==> config.mk <==
export PLATFORM = sky130hd
export DESIGN_NAME = lut_nco_quad
export DESIGN_NICKNAME = d
export VERILOG_FILES = /design/src/rtl/lut_nco_quad.sv
export SDC_FILE = /design/constraint.sdc
export NUM_CORES = 1
export LEC_CHECK = 0
export CAP_MARGIN = 20
export CORE_MARGIN = 10
export CORE_UTILIZATION = 30
export CTS_BUF_LIST = sky130_fd_sc_hd__clkbuf_4 sky130_fd_sc_hd__clkbuf_8
export DETAILED_ROUTE_END_ITERATION = 10
export GPL_TIMING_DRIVEN = 0
export PLACE_DENSITY = 0.49
export SETUP_SLACK_MARGIN = 0.4
export SLEW_MARGIN = 15
export SYNTH_ARGS = -nofsm -noshare
export SYNTH_HDL_FRONTEND = slang
export SYNTH_SLANG_ARGS = --single-unit
export TNS_END_PERCENT = 5
==> constraint.sdc <==
create_clock -name clk -period 3.89 [get_ports clk]
set_clock_uncertainty 0.15 [all_clocks]
set_input_delay 0.778 -clock clk [delete_from_list [all_inputs] [get_ports clk]]
set_output_delay 0.778 -clock clk [all_outputs]
set_load 0.05 [all_outputs]
==> src/rtl/lut_nco_quad.sv <==
// Quadrature NCO: phase accumulator feeding a quarter-wave sine ROM with
// symmetry folding. Frequency and phase offset are reprogrammable at run time;
// a new configuration is held in shadow registers and only takes over at a
// phase wrap, while idle, or on a sync clear. That way a period never mixes
// old and new settings.
//
// Config handshake: a transfer happens at a rising edge where cfg_valid and
// cfg_ready are both high. cfg_ready is low while a configuration waits in
// the shadow registers. cfg_valid may be held high; the next transfer is
// taken once the slot frees up.
module lut_nco_quad #(
  parameter int PHASE_W    = 32,
  parameter int LUT_ADDR_W = 8,
  parameter int DATA_W     = 16
) (
  input  logic               clk,
  input  logic               rst_n,
  input  logic               en,
  input  logic               sync_clr,
  input  logic               cfg_valid,
  output logic               cfg_ready,
  input  logic [PHASE_W-1:0] freq_word,
  input  logic [PHASE_W-1:0] phase_off,
  output logic [DATA_W-1:0]  sin_out,
  output logic [DATA_W-1:0]  cos_out,
  output logic               out_valid,
  output logic               wrap
);

  localparam int  LUT_N = 1 << LUT_ADDR_W;
  localparam int  LOW_W = PHASE_W - 2 - LUT_ADDR_W;
  localparam real PI    = 3.14159265358979323846;
  localparam real AMP   = real'((1 << (DATA_W - 1)) - 1);

  // Quarter-wave table sampled at bin centres, so that L[~idx] mirrors L[idx]
  // exactly and no entry falls on 0 or on full scale.
  logic [DATA_W-1:0] lut [LUT_N];

  for (genvar k = 0; k < LUT_N; k++) begin : g_lut
    localparam real ANG = 2.0 * PI * (real'(k) + 0.5) / real'(4 * LUT_N);
    localparam int  VAL = $rtoi(AMP * $sin(ANG) + 0.5);
    assign lut[k] = DATA_W'(VAL);
  end

  // Accumulator and configuration state
  logic [PHASE_W-1:0] acc;
  logic [PHASE_W-1:0] freq_act;
  logic [PHASE_W-1:0] off_act;
  logic [PHASE_W-1:0] freq_sh;
  logic [PHASE_W-1:0] off_sh;
  logic               pending;
  logic               wrap_pend;

  logic [PHASE_W:0]   acc_sum;
  logic               carry;
  logic               capture;
  logic               apply;
  logic [PHASE_W-1:0] phase;

  assign acc_sum   = {1'b0, acc} + {1'b0, freq_act};
  assign carry     = acc_sum[PHASE_W];
  assign phase     = acc + off_act;
  assign cfg_ready = ~pending;
  // capture needs an empty slot and apply needs a full one, so they never
  // coincide.
  assign capture   = cfg_valid & ~pending;
  assign apply     = pending & (~en | carry | sync_clr);

  // The truncated low phase bits are intentionally not used.
  if (LOW_W > 0) begin : g_low
    logic unused_low;
    assign unused_low = ^phase[LOW_W-1:0];
  end

  // Phase accumulation and wrap bookkeeping (sync_clr overrides an increment)
  always_ff @(posedge clk or negedge rst_n) begin
    if (!rst_n) begin
      acc       <= '0;
      wrap_pend <= 1'b0;
    end else begin
      if (sync_clr) begin
        acc <= '0;
      end else if (en) begin
        acc <= acc_sum[PHASE_W-1:0];
      end
      if (sync_clr) begin
        wrap_pend <= 1'b1;
      end else if (en) begin
        wrap_pend <= carry;
      end
    end
  end

  // Shadow capture on handshake, then transfer to the active registers at a safe point
  always_ff @(posedge clk or negedge rst_n) begin
    if (!rst_n) begin
      freq_act <= '0;
      off_act  <= '0;
      freq_sh  <= '0;
      off_sh   <= '0;
      pending  <= 1'b0;
    end else if (apply) begin
      freq_act <= freq_sh;
      off_act  <= off_sh;
      pending  <= 1'b0;
    end else if (capture) begin
      freq_sh  <= freq_word;
      off_sh   <= phase_off;
      pending  <= 1'b1;
    end
  end

  // Stage 1: split the offset phase into quadrant and table index
  logic                  s1_valid;
  logic                  s1_wrap;
  logic [1:0]            s1_quad;
  logic [LUT_ADDR_W-1:0] s1_idx;
  logic [LUT_ADDR_W-1:0] s1_idx_inv;

  assign s1_idx_inv = ~s1_idx;

  // Stage 1 register: the phase before this edge's increment is used
  always_ff @(posedge clk or negedge rst_n) begin
    if (!rst_n) begin
      s1_valid <= 1'b0;
      s1_wrap  <= 1'b0;
      s1_quad  <= '0;
      s1_idx   <= '0;
    end else begin
      s1_valid <= en;
      if (en) begin
        s1_quad <= phase[PHASE_W-1 -: 2];
        s1_idx  <= phase[PHASE_W-3 -: LUT_ADDR_W];
        s1_wrap <= wrap_pend;
      end
    end
  end

  // Stage 2: registered ROM, both the direct and the mirrored entry
  logic              s2_valid;
  logic              s2_wrap;
  logic [1:0]        s2_quad;
  logic [DATA_W-1:0] rom_a;
  logic [DATA_W-1:0] rom_b;

  // Stage 2 register: table read
  always_ff @(posedge clk or negedge rst_n) begin
    if (!rst_n) begin
      s2_valid <= 1'b0;
      s2_wrap  <= 1'b0;
      s2_quad  <= '0;
      rom_a    <= '0;
      rom_b    <= '0;
    end else begin
      s2_valid <= s1_valid;
      if (s1_valid) begin
        s2_wrap <= s1_wrap;
        s2_quad <= s1_quad;
        rom_a   <= lut[s1_idx];
        rom_b   <= lut[s1_idx_inv];
      end
    end
  end

  // Quadrant folding; the table amplitude is below full scale, so negation is safe
  logic [DATA_W-1:0] sin_nxt;
  logic [DATA_W-1:0] cos_nxt;

  // Select and sign the table entries per quadrant
  always_comb begin
    sin_nxt = rom_a;
    cos_nxt = rom_b;
    case (s2_quad)
      2'd0: begin
        sin_nxt = rom_a;
        cos_nxt = rom_b;
      end
      2'd1: begin
        sin_nxt = rom_b;
        cos_nxt = -rom_a;
      end
      2'd2: begin
        sin_nxt = -rom_a;
        cos_nxt = -rom_b;
      end
      default: begin
        sin_nxt = -rom_b;
        cos_nxt = rom_a;
      end
    endcase
  end

  // Stage 3: output registers, which hold the last sample while no new one arrives
  always_ff @(posedge clk or negedge rst_n) begin
    if (!rst_n) begin
      out_valid <= 1'b0;
      wrap      <= 1'b0;
      sin_out   <= '0;
      cos_out   <= '0;
    end else begin
      out_valid <= s2_valid;
      wrap      <= s2_valid & s2_wrap;
      if (s2_valid) begin
        sin_out <= sin_nxt;
        cos_out <= cos_nxt;
      end
    end
  end

endmodule

==> results.rst, run 1 <==
.. list-table::
   :header-rows: 1

   * - Metric
     - Value
   * - Status
     - finished clean
   * - Buffers from clock root to sink, at most
     - 3
   * - Area growth syn-to-layout
     - 25.8%
   * - Die extent in x
     - 277 microns
   * - Via count normalized by instance count
     - 6.91
   * - Total routed wirelength
     - 153000 microns
   * - CTS tree
     - yes
   * - Layout cells sized above 1
     - 0.230
   * - Routing usage on met1
     - 0.448
   * - Initial standard-cell utilization of the core
     - 0.302
   * - Area occupied by multi-input gates
     - 13500 sq um
   * - Detailed-routing iteration count for the pre-antenna-repair pass
     - 8
   * - Post-detailed-route count of antenna-violating nets
     - 0
   * - Area occupied by registers
     - 6060 sq um
   * - Final net count
     - 2800
   * - Total of max-cap violations
     - 0
   * - Vertical die dimension
     - 277 microns
   * - Launch point of the worst reg-to-reg path
     - s1_idx[2]$_DFFE_PN0P_
   * - Count of placed standard cells in the final layout, fillers left out
     - 3554
   * - Endpoint class of the critical path
     - register
   * - # IOs
     - 104
   * - Worst path arrival time
     - 4.10 ns
   * - # H-tree levels
     - 2
   * - Post-synth design cell area
     - 19900 sq um
   * - Clock sink total
     - 242
   * - Detail-routed net length per standard cell
     - 43.2 microns
   * - Number of synthesis warnings
     - 0
   * - Category of cells accounting for the largest share of critical-path delay
     - buffers and inverters
   * - Endpoint, Worst Hold
     - out_valid$_DFF_PN0_
   * - Part of the Yosys area used for sequential elements
     - 0.305
   * - Post-synthesis sequential element count
     - 242
   * - Remaining max-slew budget at the tightest pin
     - 0.112
   * - FF-to-FF path depth
     - 10
   * - DRC Markers
     - 0
   * - Largest net degree at the start of global routing
     - 111
   * - Final Hold Slack
     - 0.221 ns
   * - Async set-or-reset flop fraction in the synthesized netlist
     - 1.00
   * - Worst path cell trace
     - buf_4 -> clkbuf_2 -> and2_1 -> clkbuf_1 -> nand2_1 -> o21ai_0 -> mux4_2 -> nor2_4 -> a211oi_1 -> a311oi_1
   * - Cells after DPL
     - 3430
   * - Class of the most critical setup path
     - register to register
   * - Peak fanout along the critical path
     - 10
   * - Critical path's slowest cell
     - sky130_fd_sc_hd__clkbuf_1
   * - GR Util All Layers
     - 0.382
   * - Post-synth EDFFs
     - 0
   * - Upper clock frequency limit
     - 0.261 GHz
   * - Number of global-route vias before repair
     - 24400
   * - Yosys cell types
     - 76
   * - IO buf count
     - 102
   * - Number of setup violations in the final report
     - 0
   * - R2R Setup Slk
     - 0.07 ns
   * - Unrepaired setup endpoints after global routing
     - true
   * - GRT Max-Usage Layer
     - met2
   * - Total stage count of the critical path
     - 10
   * - XOR/XNOR share of the synthesized area
     - 0.0154
   * - Syn_area_per_cell
     - 8.16 sq um
   * - Synthesized-area fraction occupied by ao, oa, aoi and oai cells
     - 0.279
   * - HP Class
     - register to register
   * - Main combinational cell family by area after synthesis
     - compound AO/OA/AOI/OAI gates
   * - Crit Reg-Reg Endpoint
     - rom_b[0]$_DFFE_PN0P_
   * - Inserted Clock Buffers
     - 43
   * - Gate Count Post-Synth
     - 2435
   * - Aggregate global routing overflow
     - 0
   * - Required time of the worst setup path
     - 4.16 ns
   * - Setup slack after placement
     - -2.21 ns
   * - Global-route wire length before repair
     - 206000 microns
   * - Master cell of the clock root buffer
     - sky130_fd_sc_hd__clkbuf_8
   * - Total count of max-transition violations in the final report
     - 0
   * - Type of origin of the critical path
     - register
   * - Buffers plus inverters on the worst setup path
     - 3
   * - Fill cell total of the finished layout
     - 6755
   * - Mux contribution to synthesized area
     - 0.126
   * - Final core utilization
     - 0.380
   * - Main flop type after synthesis
     - sky130_fd_sc_hd__dfrtp_1
   * - Final weighted congestion in routability-driven placement
     - 1.17
   * - Max stage delay on crit path
     - 0.72 ns
   * - Crit path time final
     - 3.82 ns
   * - Number of DRC markers after the initial detailed-route iteration
     - 3438
   * - M2 GR Usage
     - 0.552
   * - FP Rows
     - 94
   * - Area of the die
     - 77000 sq um
   * - Simple-gate share of the synthesized area
     - 0.166
   * - HPWL after DPL
     - 113000 microns
   * - Setup slack after layout
     - 0.0656 ns
   * - Adder and majority cell fraction of the synthesized area
     - 0.0532
   * - Final worst path period share
     - 0.983
   * - Hold Startpoint
     - s2_valid$_DFF_PN0_
   * - Final-report hold violation count
     - 0
   * - Met3 layer usage reported by global route
     - 0.162
   * - Core outline area
     - 65700 sq um
   * - Transition at the pin with the smallest max-transition slack
     - 1.31 ns
   * - Clock insertion delay at the later pin of the skew report
     - 0.63 ns
   * - Hold-critical path depth
     - 0
   * - Synthesized netlist net count
     - 2588
   * - Clock-pin slew reported for the worst setup and hold paths after clock tree synthesis
     - 0.07 ns
   * - Vias after detailed routing
     - 24500
   * - Antenna violations before repair
     - 12
## repair_timing
item | in CTS | in global routing
hold endpoints to repair | 24 | 0
hold buffers | 1 | 0
pin swaps | 13 | 21
setup endpoints to repair | 102 | 104
buffers inserted | 20 | 15
gates resized for setup | 368 | 124
## metal layers
layer,vias to the layer above,wire length [microns]
met2,2029,62500
met5,-,75
met3,683,19300
met1,12300,57300
met4,8,14100
li1,9543,-
## final cells by class
type                    count  area share
multi-input cells        1899       0.538
flip-flops and latches    242       0.242
repair buffers            168      0.0686
plain buffers             238      0.0561
well taps                 864      0.0432
clock buffers              65      0.0333
inverters                  55     0.00890
clock inverters            13     0.00855
diodes                     10     0.00100
## cell usage after synthesis, drive strengths merged (36+ instances only)
cell | n | area (sq um)
mux2 | 146 | 1640
a31oi | 47 | 294
a21oi | 228 | 1140
o21ai | 235 | 1180
buf | 48 | 196
clkbuf | 191 | 717
a211oi | 44 | 330
nand3 | 64 | 320
inv | 53 | 199
nor2 | 237 | 892
ha | 83 | 1040
nand2 | 195 | 732
o211ai | 36 | 270
dfrtp | 242 | 6060
nor3 | 62 | 310
## how the worst max path moves through the flow
stage	startpoint	endpoint
5_1_grt	acc[17]$_DFFE_PN0P_	off_act[28]$_DFFE_PN0P_
3_5_place_dp	s1_idx[2]$_DFFE_PN0P_	rom_a[8]$_DFFE_PN0P_
3_3_place_gp	rst_n	cos_out[9]$_DFFE_PN0P_
2_1_floorplan	s1_idx[2]$_DFFE_PN0P_	rom_a[8]$_DFFE_PN0P_
6_report	s1_idx[2]$_DFFE_PN0P_	rom_b[0]$_DFFE_PN0P_
4_1_cts	s1_idx[0]$_DFFE_PN0P_	rom_b[9]$_DFFE_PN0P_
## kinds of logic (layout without fill, tap and decap cells)
kind of cell	Yosys count	in the layout
compound gates	868	868
flops	242	242
buf+inv	294	539
xor+xnor	35	35
mux	196	196
other cells	0	10
fa+ha+maj	84	84
simple gates	716	716
## registers in the layout (all words and copies together), names as in the netlist, 2 cells and up
register  count
s1_idx        8
sin_out      16
freq_act     32
freq_sh      32
off_act      32
off_sh       32
s2_quad       2
s1_quad       2
rom_b        15
acc          32
cos_out      16
rom_a        15
## stage by stage
stage	area (sq um)	setup TNS [ns]
after floorplan	19900	0
after global placement	22000	-1994.11
final	25000	0
after CTS	24600	0
after global routing	25000	0
after detailed placement	22400	-85.94
## placed cells by master (no fill, tap or decap), types with 67 or more instances in the layout
master	n
sky130_fd_sc_hd__ha_1	78
sky130_fd_sc_hd__o21ai_0	207
sky130_fd_sc_hd__clkdlybuf4s50_1	101
sky130_fd_sc_hd__mux2_2	146
sky130_fd_sc_hd__nand2_1	183
sky130_fd_sc_hd__clkbuf_1	74
sky130_fd_sc_hd__a21oi_1	211
sky130_fd_sc_hd__buf_4	67
sky130_fd_sc_hd__dfrtp_1	239
sky130_fd_sc_hd__nor2_1	214
Power of run 1 is left out: the tool's default activity adds up to more than one toggle a clock period on the data nets, which glitch-free logic cannot reach.
==> run 2, diff against run 1 <==
Settings changed: PLACE_DENSITY 0.49 to 0.52.
==> results.rst, run 2 (same netlist as run 1, synthesis figures left out) <==
.. list-table::
   :header-rows: 1

   * - Metric
     - Value
   * - Status
     - finished clean (unchanged)
   * - Clock insertion delay at the later pin of the skew report
     - 0.66 ns (was 0.63 ns)
   * - Number of setup violations in the final report
     - 0 (unchanged)
   * - Vias after detailed routing
     - 24900 (was 24500)
   * - R2R Setup Slk
     - 0.04 ns (was 0.07 ns)
   * - Class of the most critical setup path
     - register to register (unchanged)
   * - Type of origin of the critical path
     - register (unchanged)
   * - HP Class
     - register to register (unchanged)
   * - Global-route wire length before repair
     - 217000 microns (was 206000 microns)
   * - Remaining max-slew budget at the tightest pin
     - 0.279 (was 0.112)
   * - Max stage delay on crit path
     - 0.54 ns (was 0.72 ns)
   * - Aggregate global routing overflow
     - 0 (unchanged)
   * - Largest net degree at the start of global routing
     - 112 (was 111)
   * - Endpoint, Worst Hold
     - out_valid$_DFF_PN0_ (unchanged)
   * - IO buf count
     - 102 (unchanged)
   * - Worst path cell trace
     - clkbuf_4 -> buf_2 -> buf_4 -> clkbuf_4 -> o311ai_0 -> o21ai_1 -> a21oi_1 -> o211ai_1 -> o211ai_1 -> o21a_1 (was buf_4 -> clkbuf_2 -> and2_1 -> clkbuf_1 -> nand2_1 -> o21ai_0 -> mux4_2 -> nor2_4 -> a211oi_1 -> a311oi_1)
   * - Endpoint class of the critical path
     - register (unchanged)
   * - Total of max-cap violations
     - 0 (unchanged)
   * - Initial standard-cell utilization of the core
     - 0.302 (unchanged)
   * - Inserted Clock Buffers
     - 44 (was 43)
   * - Count of placed standard cells in the final layout, fillers left out
     - 3527 (was 3554)
   * - Buffers plus inverters on the worst setup path
     - 4 (was 3)
   * - Total routed wirelength
     - 163000 microns (was 153000 microns)
   * - Area growth syn-to-layout
     - 25.5% (was 25.8%)
   * - Final weighted congestion in routability-driven placement
     - 1.14 (was 1.17)
   * - Critical path's slowest cell
     - sky130_fd_sc_hd__dfrtp_1 (was sky130_fd_sc_hd__clkbuf_1)
   * - Crit path time final
     - 3.85 ns (was 3.82 ns)
   * - Core outline area
     - 65700 sq um (unchanged)
   * - Master cell of the clock root buffer
     - sky130_fd_sc_hd__clkbuf_8 (unchanged)
   * - Upper clock frequency limit
     - 0.260 GHz (was 0.261 GHz)
   * - # H-tree levels
     - 2 (unchanged)
   * - Number of DRC markers after the initial detailed-route iteration
     - 3698 (was 3438)
   * - DRC Markers
     - 0 (unchanged)
   * - Hold-critical path depth
     - 0 (unchanged)
   * - Category of cells accounting for the largest share of critical-path delay
     - buffers and inverters (unchanged)
   * - FF-to-FF path depth
     - 10 (unchanged)
   * - Unrepaired setup endpoints after global routing
     - true (unchanged)
   * - Layout cells sized above 1
     - 0.242 (was 0.230)
   * - Worst path arrival time
     - 4.18 ns (was 4.10 ns)
   * - Area of the die
     - 77000 sq um (unchanged)
   * - Transition at the pin with the smallest max-transition slack
     - 1.08 ns (was 1.31 ns)
   * - Post-detailed-route count of antenna-violating nets
     - 0 (unchanged)
   * - Clock-pin slew reported for the worst setup and hold paths after clock tree synthesis
     - 0.05 ns (was 0.07 ns)
   * - FP Rows
     - 94 (unchanged)
   * - Vertical die dimension
     - 277 microns (unchanged)
   * - HPWL after DPL
     - 120000 microns (was 113000 microns)
   * - Final-report hold violation count
     - 0 (unchanged)
   * - Launch point of the worst reg-to-reg path
     - s1_idx[5]$_DFFE_PN0P_ (was s1_idx[2]$_DFFE_PN0P_)
   * - Required time of the worst setup path
     - 4.23 ns (was 4.16 ns)
   * - Die extent in x
     - 277 microns (unchanged)
   * - Leading cell type in the layout, fill and taps excluded
     - sky130_fd_sc_hd__dfrtp_1 (unchanged)
   * - Hold Startpoint
     - s2_valid$_DFF_PN0_ (unchanged)
   * - GR Util All Layers
     - 0.404 (was 0.382)
   * - Via count normalized by instance count
     - 7.06 (was 6.91)
   * - Peak fanout along the critical path
     - 11 (was 10)
   * - Detailed-routing iteration count for the pre-antenna-repair pass
     - 10 (was 8)
   * - Total count of max-transition violations in the final report
     - 0 (unchanged)
   * - Final net count
     - 2780 (was 2800)
   * - Most used cells in the layout excluding fill and tap cells
     - 239 x sky130_fd_sc_hd__dfrtp_1, 209 x sky130_fd_sc_hd__a21oi_1, 206 x sky130_fd_sc_hd__nor2_1 (was 239 x sky130_fd_sc_hd__dfrtp_1, 214 x sky130_fd_sc_hd__nor2_1, 211 x sky130_fd_sc_hd__a21oi_1)
   * - Cells after DPL
     - 3423 (was 3430)
   * - CTS tree
     - yes (unchanged)
   * - Detail-routed net length per standard cell
     - 46.1 microns (was 43.2 microns)
   * - Final core utilization
     - 0.380 (about the same)
   * - # IOs
     - 104 (unchanged)
   * - Clock sink total
     - 242 (unchanged)
   * - Number of global-route vias before repair
     - 24500 (was 24400)
   * - Crit Reg-Reg Endpoint
     - rom_b[6]$_DFFE_PN0P_ (was rom_b[0]$_DFFE_PN0P_)
   * - Buffers from clock root to sink, at most
     - 3 (unchanged)
   * - Final worst path period share
     - 0.989 (was 0.983)
   * - Antenna violations before repair
     - 17 (was 12)
[run 2: worst max-delay path by stage]
stage / start / slack (ns) / cells past startpoint / endpoint
global route: acc[18]$_DFFE_PN0P_ / 0.19 / 9 / s1_quad[0]$_DFFE_PN0P_
detailed placement: s1_idx[1]$_DFFE_PN0P_ / -2.16 / 12 / rom_a[8]$_DFFE_PN0P_
finish: s1_idx[5]$_DFFE_PN0P_ / 0.04 / 10 / rom_b[6]$_DFFE_PN0P_
global placement: rst_n / -7.68 / 1 / sin_out[5]$_DFFE_PN0P_
CTS: s1_idx[1]$_DFFE_PN0P_ / 0.27 / 12 / rom_a[0]$_DFFE_PN0P_
floorplan: s1_idx[2]$_DFFE_PN0P_ / 0.65 / 13 / rom_a[8]$_DFFE_PN0P_
[run 2: metrics by stage]
| stage | TNS [ns] | cell area (sq um) | hold slack [ns] | setup slack [ns] |
|---|---|---|---|---|
| floorplan | 0 | 19900 | 0.202 | 0.654 |
| detailed placement | -81.02 | 22300 | 0.214 | -2.16 |
| global placement | -1938.89 | 22000 | 0.210 | -7.68 |
| global route | 0 | 24900 | 0.241 | 0.194 |
| finish | 0 | 25000 | 0.231 | 0.0437 |
| CTS | 0 | 24600 | 0.233 | 0.272 |
[run 2: final cells by class]
type,instances,area (sq um)
flip-flops and latches,242,6060
inverters,55,218
repair buffers,149,1500
multi-input cells,1899,13700
clock inverters,13,154
well taps,864,1080
diodes,4,10.0
fillers,6549,40800
clock buffers,65,826
plain buffers,236,1420
[run 2: what timing repair did]
item                                    in CTS  in global routing
pin swaps                                   15                 12
hold endpoints to repair                    22                  0
gates resized for setup                    441                 86
endpoints found under the setup margin     107                104
setup buffers                               15                  9
hold buffers                                 1                  0
[run 2: per-layer routing]
layer | global-route usage | vias up | part of all wire
met5 | 0.00576 | - | 0.0012
met4 | 0.296 | 19 | 0.095
met3 | 0.156 | 730 | 0.12
met2 | 0.584 | 2215 | 0.41
met1 | 0.481 | 12400 | 0.38
li1 | - | 9515 | -
Power of run 2 is left out for the same reason.
